`config.mk`:
```
export PLATFORM = sky130hd
export DESIGN_NAME = fetch_unit
export DESIGN_NICKNAME = d
export VERILOG_FILES = /design/src/rtl/fetch_pkg.sv /design/src/rtl/fetch_fifo.sv /design/src/rtl/fetch_unit.sv
export SDC_FILE = /design/constraint.sdc
export NUM_CORES = 1
export LEC_CHECK = 0
export CAP_MARGIN = 15
export CORE_MARGIN = 2
export CORE_UTILIZATION = 50
export CTS_CLUSTER_SIZE = 24
export DETAILED_ROUTE_END_ITERATION = 10
export DONT_BUFFER_PORTS = 1
export PLACE_DENSITY_LB_ADDON = 0.05
export REMOVE_ABC_BUFFERS = 1
export SETUP_SLACK_MARGIN = 0.15
export SLEW_MARGIN = 20
export SYNTH_ARGS = -nofsm -noshare
export SYNTH_HDL_FRONTEND = slang
export SYNTH_SLANG_ARGS = --single-unit
```
`constraint.sdc`:
```
create_clock -name clk -period 4.5 [get_ports clk]
set_input_delay 0.675 -clock clk [delete_from_list [all_inputs] [get_ports clk]]
set_output_delay 0.675 -clock clk [all_outputs]
set_load 0.05 [all_outputs]
```
`src/rtl/fetch_pkg.sv`:
```
// fetch_pkg: shared types and defaults for the fetch stage
package fetch_pkg;
    localparam int FETCH_XLEN = 32;
    localparam logic [31:0] DEFAULT_RESET_PC = 32'h0000_0000;
    localparam int PC_STEP = 4;
    typedef enum logic [1:0] {ISSUE, WAIT, DROP} fetch_state_e;
    typedef struct packed {
        logic [FETCH_XLEN-1:0] pc;
        logic [FETCH_XLEN-1:0] instr;
    } fetch_entry_t;
endpackage

```
`src/rtl/fetch_fifo.sv`:
```
// fetch_fifo: prefetch FIFO with synchronous clear and occupancy count
module fetch_fifo
    import fetch_pkg::*;
#(
    parameter int DEPTH = 4,
    parameter type T = fetch_entry_t
) (
    input  logic                     clk,
    input  logic                     rst,
    input  logic                     clear,
    input  logic                     push,
    input  T                         wdata,
    input  logic                     pop,
    output T                         rdata,
    output logic [$clog2(DEPTH):0]   count,
    output logic                     full,
    output logic                     empty
);
    localparam int AW = $clog2(DEPTH);
    T mem [DEPTH];
    logic [AW-1:0] wr, rd;
    always_ff @(posedge clk or posedge rst) begin
        if (rst) begin
            wr <= '0;
            rd <= '0;
            count <= '0;
        end else if (clear) begin
            wr <= '0;
            rd <= '0;
            count <= '0;
        end else begin
            if (push) wr <= wr + 1'b1;
            if (pop) rd <= rd + 1'b1;
            count <= count + (AW+1)'(push) - (AW+1)'(pop);
        end
    end
    always_ff @(posedge clk) begin
        if (push && !clear) mem[wr] <= wdata;
    end
    assign rdata = mem[rd];
    assign full = count == (AW+1)'(DEPTH);
    assign empty = count == '0;
endmodule

```
`src/rtl/fetch_unit.sv`:
```
// fetch_unit: PC owner issuing single-outstanding fetches into a prefetch FIFO,
// with flush/redirect and interrupt-instruction injection.
module fetch_unit
    import fetch_pkg::*;
#(
    parameter int XLEN = 32,
    parameter int BUF_DEPTH = 4,
    parameter logic [XLEN-1:0] RESET_PC = XLEN'(DEFAULT_RESET_PC),
    parameter int PC_STEP = fetch_pkg::PC_STEP
) (
    input  logic            clk,
    input  logic            rst,
    input  logic            flush,
    input  logic [XLEN-1:0] redirect_pc,
    output logic            mem_req,
    output logic [XLEN-1:0] mem_addr,
    input  logic            mem_done,
    input  logic [XLEN-1:0] mem_rdata,
    output logic            instr_valid,
    input  logic            instr_ready,
    output logic [XLEN-1:0] instr,
    output logic [XLEN-1:0] out_pc,
    output logic [XLEN-1:0] out_pc_next,
    input  logic            INT,
    input  logic [XLEN-1:0] INT_INST,
    output logic            ACK
);
    localparam int CW = $clog2(BUF_DEPTH) + 1;
    localparam logic [XLEN-1:0] STEP = XLEN'(PC_STEP);
    typedef struct packed {
        logic [XLEN-1:0] pc;
        logic [XLEN-1:0] instr;
    } entry_t;
    fetch_state_e state, state_nxt;
    logic [XLEN-1:0] fetch_pc;
    logic [CW-1:0] count;
    logic int_armed, inject, push, pop, full, empty;
    entry_t head;
    fetch_fifo #(.DEPTH(BUF_DEPTH), .T(entry_t)) u_fifo (
        .clk(clk),
        .rst(rst),
        .clear(flush),
        .push(push),
        .wdata('{pc: fetch_pc, instr: mem_rdata}),
        .pop(pop),
        .rdata(head),
        .count(count),
        .full(full),
        .empty(empty)
    );
    always_ff @(posedge clk or posedge rst) begin
        if (rst) state <= ISSUE;
        else state <= state_nxt;
    end
    // a flushed request still owes a response, which DROP swallows
    always_comb begin
        state_nxt = state;
        if (flush) state_nxt = (state != ISSUE && !mem_done) ? DROP : ISSUE;
        else if (state == ISSUE) state_nxt = mem_req ? WAIT : ISSUE;
        else if (mem_done) state_nxt = ISSUE;
    end
    // the slot for the outstanding fetch is reserved by issuing only below DEPTH
    always_comb begin
        mem_req = state == ISSUE && count != CW'(BUF_DEPTH) && !flush && !rst;
        mem_addr = fetch_pc;
    end
    always_ff @(posedge clk or posedge rst) begin
        if (rst) fetch_pc <= RESET_PC;
        else if (flush) fetch_pc <= redirect_pc;
        else if (push) fetch_pc <= fetch_pc + STEP;
    end
    always_ff @(posedge clk or posedge rst) begin
        if (rst) int_armed <= 1'b1;
        else if (!INT) int_armed <= 1'b1;
        else if (ACK) int_armed <= 1'b0;
    end
    assign inject = INT && int_armed && !flush && !rst;
    assign push = state == WAIT && mem_done && !flush;
    assign pop = !empty && instr_ready && !inject && !flush;
    assign instr_valid = inject || !empty;
    assign instr = inject ? INT_INST : empty ? '0 : head.instr;
    assign out_pc = !empty ? head.pc : inject ? fetch_pc : '0;
    assign out_pc_next = out_pc + STEP;
    assign ACK = inject && instr_ready;
    assert property (@(posedge clk) disable iff (rst) !(push && full));
endmodule

```
======== Word-level counts from Yosys, hierarchy flattened ========
Memory sizes are Yosys's and may differ from the RTL's.
Cells that the tools add are included.
storage, ports and cells
  flip-flop bits (word level) ............. 42
  RAM bits ................................ 256
  output and inout bits ................... 131
  word-level logic and storage cells ...... 62
  memories kept ........................... 1
memory list
  name        depth  width  read ports  clocked after memory_dff  write ports  line              text
  u_fifo.mem  4      64     1           0                         1            fetch_fifo.sv:20  T mem [DEPTH];
operators by class
  add/sub/neg operators ................... 6
  equality and inequality tests ........... 3
  mux-type cells .......................... 20
  reduce and logical (&&, ||, !) cells .... 26
operators with widths
  cell                                                                    number
  32-bit 2-to-1 mux                                                       6
  32-bit by 3-bit adder with 32-bit output (second input constant)        2
  2-bit 2-to-1 mux                                                        8
  1-bit logical AND                                                       14
  2-bit nonzero test                                                      3
  1-bit zero test                                                         5
  1-bit 2-to-1 mux                                                        5
  2-bit by 1-bit adder with 2-bit output (second input constant)          2
  3-bit by 1-bit adder with 3-bit output                                  1
  3-bit zero test                                                         1
  3-bit 2-to-1 mux                                                        1
  3-bit != test (second input constant)                                   1
  3-bit nonzero test                                                      1
  3-bit by 1-bit subtractor with 3-bit output                             1
  2-bit by 1-bit equality test with 1-bit output (second input constant)  1
  2-bit zero test                                                         1
  2-bit by 1-bit != test with 1-bit output (second input constant)        1
  1-bit logical OR                                                        1

======== Depth between registers and ports, before layout ========
  depth in word-level cells ............... 8
  mapped depth ............................ 15

======== Hierarchy ========
A second synthesis with hierarchy kept.
unflattened totals
  cells, all modules ...................... 916
  area, all modules ....................... 13706.9 sq um
modules (own cells, without submodules)
  module      times used  cells an instance  area each (sq um)
  fetch_fifo  1           375                9704.3
  fetch_unit  1           541                4002.6

======== Worst setup path after synthesis ========
OpenSTA, ideal clock, no wires.
  path kind ............................... in2out
  start point ............................. in rst
  end point ............................... out out_pc_next[24]
  data arrival time ....................... 4.341 ns
  data required time ...................... 3.825 ns
  setup slack ............................. -0.516 ns
  stages on the path ...................... 13
  path through ............................ nor4bb_1 -> clkbuf_1 -> buf_2 -> clkbuf_1 -> clkbuf_1 -> nand3_1 -> nand2_1 -> ha_1 -> and3_1 -> and3_1 -> o21ai_1 -> a2111oi_2 -> xor2_1
on the way
  cells in the longest elaborated chain, start to end .. 5
RTL lines
  element                                   line              text
  start: declaration                        fetch_unit.sv:12  input logic rst,
  1-bit zero test                           fetch_unit.sv:77  assign inject = INT && int_armed && !flush && !rst;
  1-bit logical AND                         fetch_unit.sv:77
  32-bit 2-to-1 mux (2 in series)           fetch_unit.sv:82  assign out_pc = !empty ? head.pc : inject ? fetch_pc : '0;
  net out_pc[3]                             fetch_unit.sv:22  output logic [XLEN-1:0] out_pc,
  32-bit by 3-bit adder with 32-bit output  fetch_unit.sv:83  assign out_pc_next = out_pc + STEP;
  end: declaration                          fetch_unit.sv:23  output logic [XLEN-1:0] out_pc_next,
The timed path passes the listed nets, and every way through them passes these cells.

======== Worst setup path in the final report ========
  start point ............................. reg u_fifo.count[2]
  end point ............................... out out_pc_next[18]
on the way
  cells in the longest elaborated chain, start to end .. 3
RTL lines
  element                                   line              text
  start: declaration                        fetch_fifo.sv:15  output logic [$clog2(DEPTH):0] count,
  start signal: assignment                  fetch_fifo.sv:34  count <= count + (AW+1)'(push) - (AW+1)'(pop);
  3-bit zero test                           fetch_fifo.sv:42  assign empty = count == '0;
  32-bit 2-to-1 mux                         fetch_unit.sv:82
  net out_pc[2]                             fetch_unit.sv:22
  32-bit by 3-bit adder with 32-bit output  fetch_unit.sv:83
The timed path passes the listed nets, and every way through them passes these cells.

==> results.md <==
- Outcome: completed
- Yosys warning count: 0
- Cells after synthesis: 798
- Drt drc: 0
- Area Growth Syn to Fin: 14.5%
- Root buffer cell: clkbuf_16
- Slew of the pin with the lowest slew margin: 1.16 ns
- Maximum vdd drop: 0.393 mV
- Worst min path class: primary input to asynchronous set/reset pin
- P_int: 0.00529 W
- Port bufs: 0
- Normalized max-slew margin: 22.6%
- Post-synth EDFFs: 256
- CP peak stage delay: 0.58 ns
- Drt first-iter violations: 635
- Ant diodes: 0
- Worst Setup End Kind: primary output
- R2R setup slack: 1.47 ns
- DR pass1 iterations: 5
- Crit path buf inv count: 2
- Global Route Usage Sum: 22.3%
- Area contributors post-synth: edfxtp_1 59%, mux4_2 8.3%, dfrtp_1 7.9%
- Fin cells: 1218
- Avg Inst Size Synth: 16.3 um2
- CTS tree: built
- Clock share of power: 28.8%
- Floorplan row count: 58
- Worst reg2reg startpoint: u_fifo.count[2]
- Layout cells sized above 1: 22.0%
- Fin. max-slew vios: 0
- DIE AREA: 27200 um2
- Wire length per cell: 24.9 um
- First-pass GRT wire length: 45.3 mm
- Final ANT Viol Nets: 0
- Sequential fraction of the synthesis area: 67.4%
- Setup CP Type: flop to primary output
- Skew final: 0.0128 ns
- Crit path max-delay family: simple AND/OR/NAND/NOR gates
- Sequential Power Share: 38.0%
- CP arrival: 3.58 ns
- Die H: 165 um
- Leak pwr: 5.16 nW
- FFs w/ async S/R, synth: 14.1%
- Most used DFF post-synth: edfxtp_1
- DP Wirelength: 18.6 mm
- Pwr Density: 566 nW/um2
- Crit path launch type: flop
- Slowest cell on the critical path: or3_2
- Reg2reg end: u_fifo.count[2]
- End-of-flow core utilization: 58.7%
- Final Hold Violating Endpoints: 0
- Placed Cells incl. Taps: 1156
- Total Nets Final: 975
- Setup TNS Final: 0 ns
- Synth Cell Area: 13000 um2
- Final period demand of the worst path: 4.25 ns
- GPL Wtd Cong: 0.853
- Post-synthesis register bit count: 298
- Crit path required time: 3.83 ns
- Largest net degree at the start of global routing: 77
- Clk sinks: 298
- Initial Util: 51.2%
- Final setup fails: 0
- Max-cap viol count: 0
- Worst-skew pair later-pin latency: 0.54 ns
- Area share of the largest cell type after synthesis: 59.3%
- Deepest clock path buffer count: 3
- Net Sw Power: 0.00313 W
- FF-to-FF path depth: 13
- # IOs: 233
- Vias per cell: 6.17
- Fmax: 235 MHz
- Grt total ovfl: 0
- Crit path cell chain: or3_2 -> nor2_4 -> a22o_4 -> ha_2 -> and3_1 -> and3_1 -> o21ai_1 -> buf_4 -> a221oi_1 -> xor2_1 -> buf_4
- Sw Share: 37.2%
- Vias in the first global route: 7701
- Pre-CTS WS: 0.339 ns
- Final period util: 94.5%
- Worst hold slack: 0.159 ns
- Routed via count: 7517
- Gate power share: 33.2%
- RSZ-0062 raised after global routing: true
- Critical path peak fanout: 7
- PnR worst setup slack: 0.245 ns
- H-tree depth: 1
- Leading area contributor after synthesis: edfxtp_1
- CTS buffer count: 31
- Synth cell types: 54
- CTS clk-pin slew, worst paths: 0.06 ns
- Die width: 165 um
- Core Area: 25300 um2
- Total wire length: 30.3 mm
- Antenna violations before repair: 0
-- state kept, by name (all words and copies together), names as in the netlist --
register      count
u_fifo.wr         2
u_fifo.mem      256
u_fifo.rd         2
state             2
mem_addr         32
u_fifo.count      3
int_armed         1
-- layout by cell type (no fill, tap or decap), types with 2 or more instances in the layout --
cell         n
nand3_1     28
clkinv_2     9
a22o_1      54
xor2_1      39
buf_6        4
o21ai_1      3
clkbuf_16   31
nor3_1       9
nand2_1     77
inv_1        9
ha_1         7
and4_1       3
o21ai_0     36
bufinv_16    3
and3_1      13
nor2_4       2
edfxtp_1   256
nor2_1      23
a21oi_1      6
mux4_2      49
xnor2_1     22
clkinv_1     9
clkbuf_1     5
buf_4       71
and2_4       4
dfrtp_1     39
a22oi_2      2
and2_1       6
nand4_1     17
mux4_1      15
mux2_2       2
-- power groups by stage --
stage | logic (W) | registers [W] | clock network [W]
3_5_place_dp | 0.00276 | 0.00326 | 0
2_1_floorplan | 0.00199 | 0.00341 | 0
4_1_cts | 0.00278 | 0.00320 | 0.00248
5_1_grt | 0.00293 | 0.00321 | 0.00258
6_report | 0.00279 | 0.00320 | 0.00242
3_3_place_gp | 0.00274 | 0.00325 | 0
-- how the worst max path moves through the flow --
stage               startpoint         endpoint  slack, ns  cells after the start
6_report       u_fifo.count[2]  out_pc_next[18]       0.25                     11
5_1_grt        u_fifo.count[2]  out_pc_next[24]       0.10                     11
4_1_cts        u_fifo.count[2]  out_pc_next[24]       0.12                     11
3_5_place_dp               INT  out_pc_next[23]       0.34                      8
3_3_place_gp               INT  out_pc_next[23]       0.47                      8
2_1_floorplan            flush  u_fifo.count[2]      -3.39                     12
-- kinds of logic after synthesis --
family                     synth area share (%)
xor gates and xnor gates                   4.12
and+or+nand+nor                            7.52
AOI/OAI and AO/OA                          6.23
muxes                                      11.8
buffers and inverters                      2.00
adders and majority gates                 0.926
DFF                                        67.4
-- stage by stage --
stage                     total power, W  area [um2]
after floorplan                  0.00541       12700
after global placement           0.00599       13800
after detailed placement         0.00602       13800
after CTS                        0.00845       14800
after global routing             0.00872       14900
final                            0.00841       14900
-- routing by layer --
layer	part of all wire (%)	GRT usage, %	vias up
met5	0	0	-
met4	1.9	5.18	0
met3	9.8	6.27	47
met2	48	36.2	353
met1	40	30.2	3833
li1	-	-	3284
-- Yosys cell counts (all sizes together), types with 13 or more instances --
cell type	count
edfxtp	256
nand2	78
mux4	64
a22o	55
dfrtp	41
o21ai	39
xor2	39
nand3	29
clkbuf	28
nor2	25
xnor2	22
nand4	18
buf	17
and3	13
-- what timing repair did --
| item | in CTS | in global routing |
|---|---|---|
| setup buffers | 4 | 0 |
| endpoints found under the setup margin | 16 | 15 |
| pin swaps | 1 | 3 |
| gates resized for setup | 4 | 12 |
| hold buffers | 0 | 0 |
-- cell type report --
type,instances,area (um2)
inverter,10,38.8
sequential,298,8740
multi-input combinational,445,4050
timing repair buffer,78,641
tap,330,413
clock inverter,21,173
fill,1947,10500
clock buffer,36,795
No activity file was read; power rests on OpenSTA's default activity.
